### src/rtl/mfp_adc_max10_emu_pkg.sv
// Shared ADC definitions: data/channel widths, channel numbers and the
// emulator converter state encoding.
`default_nettype none
package mfp_adc_max10_emu_pkg;

    localparam int ADC_DATA_WIDTH          = 12;
    localparam int ADC_CH_WIDTH            = 5;
    localparam int ADC_CNT_WIDTH           = 8;
    localparam int ADC_CONV_CYCLES_DEFAULT = 4;

    localparam logic [ADC_CH_WIDTH-1:0] ADC_CH_TEMP  = 5'd0;
    localparam logic [ADC_CH_WIDTH-1:0] ADC_CH_POT   = 5'd1;
    localparam logic [ADC_CH_WIDTH-1:0] ADC_CH_LIGHT = 5'd3;
    localparam logic [ADC_CH_WIDTH-1:0] ADC_CH_AUX   = 5'd8;

    typedef enum logic {
        EMU_IDLE = 1'b0,
        EMU_BUSY = 1'b1
    } emu_conv_state_t;

endpackage
`default_nettype wire

### src/rtl/mfp_adc_emu_converter.sv
// Converter stage of the MAX10 ADC emulator: counts out one conversion,
// captures the sample on the finishing edge and emits a one-cycle response.
`default_nettype none
module mfp_adc_emu_converter
    import mfp_adc_max10_emu_pkg::*;
#(
    parameter int CONV_CYCLES = ADC_CONV_CYCLES_DEFAULT,
    parameter int DATA_WIDTH  = ADC_DATA_WIDTH
) (
    input  logic                    clk_i,
    input  logic                    rst_n_i,
    input  logic                    load_i,
    input  logic [ADC_CH_WIDTH-1:0] ch_i,
    input  logic                    sop_i,
    input  logic                    eop_i,
    input  logic [DATA_WIDTH-1:0]   sample_data_i,
    output logic                    idle_o,
    output logic                    finish_o,
    output logic                    r_valid_o,
    output logic [ADC_CH_WIDTH-1:0] r_ch_o,
    output logic [DATA_WIDTH-1:0]   r_data_o,
    output logic                    r_sop_o,
    output logic                    r_eop_o,
    output logic [ADC_CH_WIDTH-1:0] sample_ch_o
);

    localparam logic [ADC_CNT_WIDTH-1:0] CNT_LOAD = ADC_CNT_WIDTH'(CONV_CYCLES - 1);

    emu_conv_state_t           state_q, state_d;
    logic [ADC_CNT_WIDTH-1:0]  cnt_q, cnt_d;
    logic [ADC_CH_WIDTH-1:0]   ch_q, ch_d;
    logic                      sop_q, sop_d, eop_q, eop_d;
    logic                      r_valid_q, r_valid_d;
    logic [ADC_CH_WIDTH-1:0]   r_ch_q, r_ch_d;
    logic [DATA_WIDTH-1:0]     r_data_q, r_data_d;
    logic                      r_sop_q, r_sop_d, r_eop_q, r_eop_d;

    assign idle_o   = (state_q == EMU_IDLE);
    assign finish_o = (state_q == EMU_BUSY) && (cnt_q == '0);

    always_ff @(posedge clk_i or negedge rst_n_i) begin
        if (!rst_n_i) begin
            state_q   <= EMU_IDLE;
            cnt_q     <= '0;
            ch_q      <= '0;
            sop_q     <= 1'b0;
            eop_q     <= 1'b0;
            r_valid_q <= 1'b0;
            r_ch_q    <= '0;
            r_data_q  <= '0;
            r_sop_q   <= 1'b0;
            r_eop_q   <= 1'b0;
        end else begin
            state_q   <= state_d;
            cnt_q     <= cnt_d;
            ch_q      <= ch_d;
            sop_q     <= sop_d;
            eop_q     <= eop_d;
            r_valid_q <= r_valid_d;
            r_ch_q    <= r_ch_d;
            r_data_q  <= r_data_d;
            r_sop_q   <= r_sop_d;
            r_eop_q   <= r_eop_d;
        end
    end

    always_comb begin
        state_d   = state_q;
        cnt_d     = cnt_q;
        ch_d      = ch_q;
        sop_d     = sop_q;
        eop_d     = eop_q;
        r_valid_d = 1'b0;
        r_ch_d    = r_ch_q;
        r_data_d  = r_data_q;
        r_sop_d   = r_sop_q;
        r_eop_d   = r_eop_q;
        if (finish_o) begin
            r_valid_d = 1'b1;
            r_ch_d    = ch_q;
            r_data_d  = sample_data_i;
            r_sop_d   = sop_q;
            r_eop_d   = eop_q;
            state_d   = EMU_IDLE;
        end else if (state_q == EMU_BUSY) begin
            cnt_d = cnt_q - 1'b1;
        end
        // The top only asserts load when idle or finishing, so it may override the finish.
        if (load_i) begin
            state_d = EMU_BUSY;
            cnt_d   = CNT_LOAD;
            ch_d    = ch_i;
            sop_d   = sop_i;
            eop_d   = eop_i;
        end
    end

    assign r_valid_o   = r_valid_q;
    assign r_ch_o      = r_ch_q;
    assign r_data_o    = r_data_q;
    assign r_sop_o     = r_sop_q;
    assign r_eop_o     = r_eop_q;
    assign sample_ch_o = ch_q;

endmodule
`default_nettype wire

### src/rtl/mfp_adc_max10_emu.sv
// Synthesizable MAX10 modular ADC sequencer stand-in: one pending command slot,
// a fixed-latency converter, and start/end-of-sequence protocol checking.
`default_nettype none
module mfp_adc_max10_emu
    import mfp_adc_max10_emu_pkg::*;
#(
    parameter int CONV_CYCLES = ADC_CONV_CYCLES_DEFAULT,
    parameter int DATA_WIDTH  = ADC_DATA_WIDTH
) (
    input  logic                    CLK,
    input  logic                    RESETn,
    input  logic                    ADC_C_Valid,
    input  logic [ADC_CH_WIDTH-1:0] ADC_C_Channel,
    input  logic                    ADC_C_SOP,
    input  logic                    ADC_C_EOP,
    output logic                    ADC_C_Ready,
    output logic                    ADC_R_Valid,
    output logic [ADC_CH_WIDTH-1:0] ADC_R_Channel,
    output logic [DATA_WIDTH-1:0]   ADC_R_Data,
    output logic                    ADC_R_SOP,
    output logic                    ADC_R_EOP,
    output logic [ADC_CH_WIDTH-1:0] SAMPLE_Channel,
    input  logic [DATA_WIDTH-1:0]   SAMPLE_Data,
    output logic                    PROTO_Error
);

    logic                    p_valid_q, p_valid_d;
    logic [ADC_CH_WIDTH-1:0] p_ch_q, p_ch_d;
    logic                    p_sop_q, p_sop_d, p_eop_q, p_eop_d;
    logic                    seq_open_q, seq_open_d;
    logic                    proto_err_q, proto_err_d;
    logic                    accept, load, conv_idle, conv_finish;

    assign ADC_C_Ready = ~p_valid_q;
    assign accept      = ADC_C_Valid & ~p_valid_q;
    assign load        = p_valid_q & (conv_idle | conv_finish);

    always_ff @(posedge CLK or negedge RESETn) begin
        if (!RESETn) begin
            p_valid_q   <= 1'b0;
            p_ch_q      <= '0;
            p_sop_q     <= 1'b0;
            p_eop_q     <= 1'b0;
            seq_open_q  <= 1'b0;
            proto_err_q <= 1'b0;
        end else begin
            p_valid_q   <= p_valid_d;
            p_ch_q      <= p_ch_d;
            p_sop_q     <= p_sop_d;
            p_eop_q     <= p_eop_d;
            seq_open_q  <= seq_open_d;
            proto_err_q <= proto_err_d;
        end
    end

    always_comb begin
        p_valid_d   = p_valid_q;
        p_ch_d      = p_ch_q;
        p_sop_d     = p_sop_q;
        p_eop_d     = p_eop_q;
        seq_open_d  = seq_open_q;
        proto_err_d = proto_err_q;
        // accept needs P empty and load needs P full, so they are mutually exclusive.
        if (load) begin
            p_valid_d = 1'b0;
        end
        if (accept) begin
            p_valid_d = 1'b1;
            p_ch_d    = ADC_C_Channel;
            p_sop_d   = ADC_C_SOP;
            p_eop_d   = ADC_C_EOP;
            if (ADC_C_SOP == seq_open_q) begin
                proto_err_d = 1'b1;
            end
            if (ADC_C_EOP) begin
                seq_open_d = 1'b0;
            end else if (ADC_C_SOP) begin
                seq_open_d = 1'b1;
            end
        end
    end

    assign PROTO_Error = proto_err_q;

    mfp_adc_emu_converter #(
        .CONV_CYCLES (CONV_CYCLES),
        .DATA_WIDTH  (DATA_WIDTH)
    ) u_converter (
        .clk_i         (CLK),
        .rst_n_i       (RESETn),
        .load_i        (load),
        .ch_i          (p_ch_q),
        .sop_i         (p_sop_q),
        .eop_i         (p_eop_q),
        .sample_data_i (SAMPLE_Data),
        .idle_o        (conv_idle),
        .finish_o      (conv_finish),
        .r_valid_o     (ADC_R_Valid),
        .r_ch_o        (ADC_R_Channel),
        .r_data_o      (ADC_R_Data),
        .r_sop_o       (ADC_R_SOP),
        .r_eop_o       (ADC_R_EOP),
        .sample_ch_o   (SAMPLE_Channel)
    );

endmodule
`default_nettype wire

### config.mk
export PLATFORM = sky130hd
export DESIGN_NAME = mfp_adc_max10_emu
export DESIGN_NICKNAME = d
export VERILOG_FILES = /design/src/rtl/mfp_adc_max10_emu_pkg.sv /design/src/rtl/mfp_adc_emu_converter.sv /design/src/rtl/mfp_adc_max10_emu.sv
export SDC_FILE = /design/constraint.sdc
export NUM_CORES = 1
export LEC_CHECK = 0
export BUFFER_PORTS_ARGS = -buffer_cell sky130_fd_sc_hd__buf_2
export CELL_PAD_IN_SITES_DETAIL_PLACEMENT = 0
export CELL_PAD_IN_SITES_GLOBAL_PLACEMENT = 1
export CORE_ASPECT_RATIO = 0.7
export CORE_MARGIN = 2
export CORE_UTILIZATION = 38
export CTS_CLUSTER_DIAMETER = 100
export DETAILED_ROUTE_END_ITERATION = 8
export HOLD_SLACK_MARGIN = 0.02
export PLACE_DENSITY_LB_ADDON = 0.1
export SETUP_SLACK_MARGIN = 0.05
export SLEW_MARGIN = 10
export SYNTH_ARGS = -nofsm -noshare
export SYNTH_HDL_FRONTEND = slang
export SYNTH_SLANG_ARGS = --single-unit
export TNS_END_PERCENT = 50
### constraint.sdc
create_clock -name CLK -period 1.6 [get_ports CLK]
set_input_delay 0.32 -clock CLK [delete_from_list [all_inputs] [get_ports CLK]]
set_output_delay 0.32 -clock CLK [all_outputs]
set_load 0.02 [all_outputs]
Word level (Yosys, flattened, before mapping)
Cells that the tools add are included.
{"block": "op_classes", "n_addsub": 1, "n_eq_ne": 2, "muxes": 10, "bitwise_logic": 5, "reduce_logical": 9}
{"cell": "2-to-1 mux 8 bit", "count": 3}
{"cell": "logical NOT 8 bit", "count": 1}
{"cell": "nonzero test 2 bit", "count": 4}
{"cell": "subtractor 8 x 1 -> 8 bit, second input constant", "count": 1}
{"cell": "2-to-1 mux 1 bit", "count": 7}
{"cell": "AND reduction 2 bit", "count": 3}
{"cell": "bitwise AND 1 bit", "count": 2}
{"cell": "!= test 2 bit, second input constant", "count": 1}
{"cell": "NOT 1 bit", "count": 2}
{"cell": "== test 1 bit", "count": 1}
{"cell": "logical AND 1 bit", "count": 1}
{"cell": "bitwise OR 1 bit", "count": 1}
{"block": "totals", "reg_bits": 46, "word_cells": 43}

Logic depth before layout (Yosys ltp)
{"block": "logic_depth", "depth_word": 6, "depth_mapped": 6, "mapped_depth_nobuf": 6}

By module
From an unflattened synthesis, not the netlist that was laid out.
{"block": "hier_totals", "hier_cells": 136, "hier_area_um2": 1920.6}
{"module": "mfp_adc_emu_converter", "instances": 1, "cells_each": 109, "area_per_inst_um2": 1488.9}
{"module": "mfp_adc_max10_emu", "instances": 1, "cells_each": 27, "area_per_inst_um2": 431.7}

Worst setup path after synthesis
No wires, ideal clock.
{"block": "synth_path", "path_type": "register to register", "start": "register u_converter.cnt_q[0]", "end": "register u_converter.eop_q", "arrival_ns": 1.473, "required_time_ns": 1.475, "slack_ns": 0.002, "path_stages_with_launch": 7, "path_buffers": 0, "synth_period_minus_slack_ns": 1.598, "cell_sequence": "dfrtp_1 -> inv_1 -> ha_1 -> nor4b_4 -> a21bo_4 -> nand2_4 -> mux2_4"}
{"block": "synth_between", "elab_chain_len": 4}
{"element": "start, declared", "line": "mfp_adc_emu_converter.sv:30", "text": "logic [ADC_CNT_WIDTH-1:0] cnt_q, cnt_d;"}
{"element": "start signal, assigned", "line": "mfp_adc_emu_converter.sv:55", "text": "cnt_q <= cnt_d;"}
{"element": "logical NOT 8 bit", "line": "mfp_adc_emu_converter.sv:39", "text": "assign finish_o = (state_q == EMU_BUSY) && (cnt_q == '0);"}
{"element": "logical AND 1 bit", "line": "mfp_adc_emu_converter.sv:39"}
{"element": "bitwise OR 1 bit", "line": "mfp_adc_max10_emu.sv:36", "text": "assign load = p_valid_q & (conv_idle | conv_finish);"}
{"element": "bitwise AND 1 bit", "line": "mfp_adc_max10_emu.sv:36"}
{"element": "end signal, assigned", "line": "mfp_adc_emu_converter.sv:58", "text": "eop_q <= eop_d;"}
{"element": "end, declared", "line": "mfp_adc_emu_converter.sv:32", "text": "logic sop_q, sop_d, eop_q, eop_d;"}
No other way between the ends.
A chain may end at the register's enable or synchronous reset.

Worst setup path in the final report
{"block": "layout_path", "start": "register u_converter.cnt_q[0]", "end": "register u_converter.r_data_q[3] (netlist: u_converter.r_data_o[3])"}
{"block": "layout_between", "elab_chain_len": 2}
{"element": "logical NOT 8 bit", "line": "mfp_adc_emu_converter.sv:39"}
{"element": "logical AND 1 bit", "line": "mfp_adc_emu_converter.sv:39"}
{"element": "end signal, assigned", "line": "mfp_adc_emu_converter.sv:61", "text": "r_data_q <= r_data_d;"}
{"element": "end, declared", "line": "mfp_adc_emu_converter.sv:35", "text": "logic [DATA_WIDTH-1:0] r_data_q, r_data_d;"}
No other way between the ends.

==> results.cfg <==
[logic_synthesis]
synth.cell_area_mm2 = 0.001922
async_flop_share = 1.000
syn_inst = 133
syn-mean-instance-area_um2 = 14.45
ys_seq_area_frac = 0.5990
ys_ff_latch = 46
synth_enable_flop_cells = 0
yosysWarnings = 0
syn_nets = 157
synth_cell_type_count = 30
synthFlopType = dfrtp_1

[run]
max_cap_violations = 0

[cells_and_area]
final_common_cell = buf_2
diodes = 0
drive_gt1_frac = 0.5550
syn_to_final_growth_pct = 28.06
finalNetCount = 223
layout_common_cells = buf_2, dfrtp_1, mux2_2

[critical_path]
path_delay_family = simple AND/OR/NAND/NOR gates
rrSetupSlack_ps = -10
path_buf_inv = 2
cp.arrival_ps = 1810
crit_chain = inv_2, ha_1, nor4b_4, nand3_2, buf_12, mux2_4
crit_path_top_delay_cell = dfrtp_1
worstSetupEndpointType = flop
critical_path.startpoint = u_converter.cnt_q[0]$_DFFE_PN0P_
timing.rr.start = u_converter.cnt_q[0]$_DFFE_PN0P_
path_max_fanout = 17
cp-start-kind = flop
slowest_delay_ps = 400
crit_type = flop to flop
critical_path_required_ps = 1790

[global_route]
grtUsageTotal = 0.1337
grt_first_pass_wirelength_mm = 5.809
grt_pass1_vias = 1211
grt_overflow_total = 0
antenna_found_initial = 0
grt_max_degree = 47

[timing]
relSlewSlack = 0.7594
fin_crit_sh = 1.009
finalSetupViolCount = 6
finalCriticalPeriod_ps = 1614
whs_ps = 199.3
final_max_slew_viol_count = 0
fmax_mhz = 619.5
finalClockSkew_ps = 6.456
tightest_slew_ps = 360.1
hold_violations = 0
layout_setup_ws_ps = -14.29
rsz0062_at_grt = true

[cts]
numCtsBuffers = 5
clock_sink_count = 46
cts.path.max_buffers = 2
cts_tree = built
path_clk_slew_ps = 90
clk_root_buffer_cell = clkbuf_8
cts.htree.levels = 2
insertion_delay_ps = 300

[place]
port_buffers = 48
gp_congestion = 0.7700
dpl.hpwl_mm = 2.566

[floorplanning]
die_h_um = 63.50
rows = 21
fp.dieArea_mm2 = 0.005652
start_util = 0.3975
num_io_pins = 49
core_mm2 = 0.004835
die_w_um = 89

[drt]
wl_mm = 3.544
wl_met3_um = 226
viasPerCell = 4.732
wl_met2_mm = 1.560
firstDrtPassIters = 4
drtIter0Drc = 69
ant_nets = 0
post_drt_wl_per_cell_um = 13.17
drc_errors = 0
top_layer = met4
drt-met1-wl_mm = 1.720
num_vias = 1273

[hold_path]
hp-start = ADC_C_EOP
min_path_type = primary input to flop

[power_and_ir_drop]
finalPower_w = 0.004760
ir_drop_mv = 0.6521
powerDensity_mw_per_mm2 = 1934
cellLeakagePower_nw = 1.206

[run_status]
status = complete, but fails checks
violations = negative setup slack
through the flow:
| step | instance area [um2] | setup WS, ps | cells | setup TNS, ps | utilization |
|---|---|---|---|---|---|
| 3_3_place_gp | 2336 | 5.752 | 259 | 0 | 0.4832 |
| 3_5_place_dp | 2336 | -17.36 | 259 | -89.36 | 0.4832 |
| 6_report | 2461 | -14.29 | 269 | -25.24 | 0.5091 |
| 5_1_grt | 2461 | -86.65 | 269 | -1851 | 0.5091 |
| 2_1_floorplan | 1922 | 14.57 | 133 | 0 | - |
| 4_1_cts | 2447 | -16.21 | 268 | -46.38 | 0.5062 |
layout make-up:
cell class              instances  area (um2)
repair buffers                 62       372.9
inverters                       8       30.03
multi-input cells              76       730.7
flip-flops and latches         46        1151
fillers                       453        2374
well taps                      69       86.33
clock buffers                   5       68.82
clock inverters                 3       21.27
cells in the mapped netlist (all sizes together) (2+ instances only):
cell type | n | area [um2]
nor4 | 2 | 12.51
mux2 | 33 | 401.6
nor3 | 2 | 15.01
dfrtp | 46 | 1151
ha | 2 | 25.02
o31a | 2 | 17.52
inv | 8 | 30.03
o21ai | 8 | 40.04
buf | 3 | 27.52
a21o | 2 | 15.01
a21oi | 5 | 25.02
nand2 | 4 | 22.52
nand3 | 4 | 25.02
registers in the layout, indices dropped and copies added, names as in the netlist, 5 cells and up:
signal,flops
u_converter.cnt_q,8
p_ch_q,5
u_converter.r_data_o,12
u_converter.r_ch_o,5
u_converter.sample_ch_o,5
power by group:
part	internal (W)	switching (W)
clock	0.000307	0.000400
combinational	0.000998	0.000999
sequential	0.00169	0.000363
what timing repair did:
item	4_1_cts	5_1_grt
setup buffers	0	1
hold buffers	1	0
gates resized for setup	6	3
pin swaps	1	0
endpoints found under the setup margin	30	35
cloned	0	0
endpoints found under the hold margin	46	0
logic make-up (layout without fill, tap and decap cells):
kind of cell	count (synthesis)	count (layout)	share of synthesized area
xor gates and xnor gates	1	1	0.004558
adders and majority gates	2	2	0.01302
DFF	46	46	0.5990
muxes	34	34	0.2142
AOI/OAI and AO/OA	21	21	0.07162
and+or+nand+nor	18	18	0.06771
buffers and inverters	11	78	0.02995
metal layers:
| layer | track usage | vias up |
|---|---|---|
| met5 | 0 | - |
| met4 | 0.05037 | 0 |
| met3 | 0.03932 | 5 |
| met2 | 0.1959 | 40 |
| met1 | 0.1866 | 622 |
| li1 | - | 606 |
path summary, 6_finish.rpt:
| check | to | cells after the start |
|---|---|---|
| setup / recovery | u_converter.r_data_o[3]$_DFFE_PN0P_ | 6 |
| hold / removal | seq_open_q$_DFFE_PN0P_ | 2 |
| setup reg to reg | u_converter.r_data_o[3]$_DFFE_PN0P_ | 6 |
| hold reg to reg | PROTO_Error$_DFFE_PN0P_ | 1 |
| max in group asynchronous | u_converter.r_data_o[9]$_DFFE_PN0P_ | 3 |
| min in group asynchronous | u_converter.cnt_q[3]$_DFFE_PN0P_ | 3 |
(Power assumes the default switching activity.)
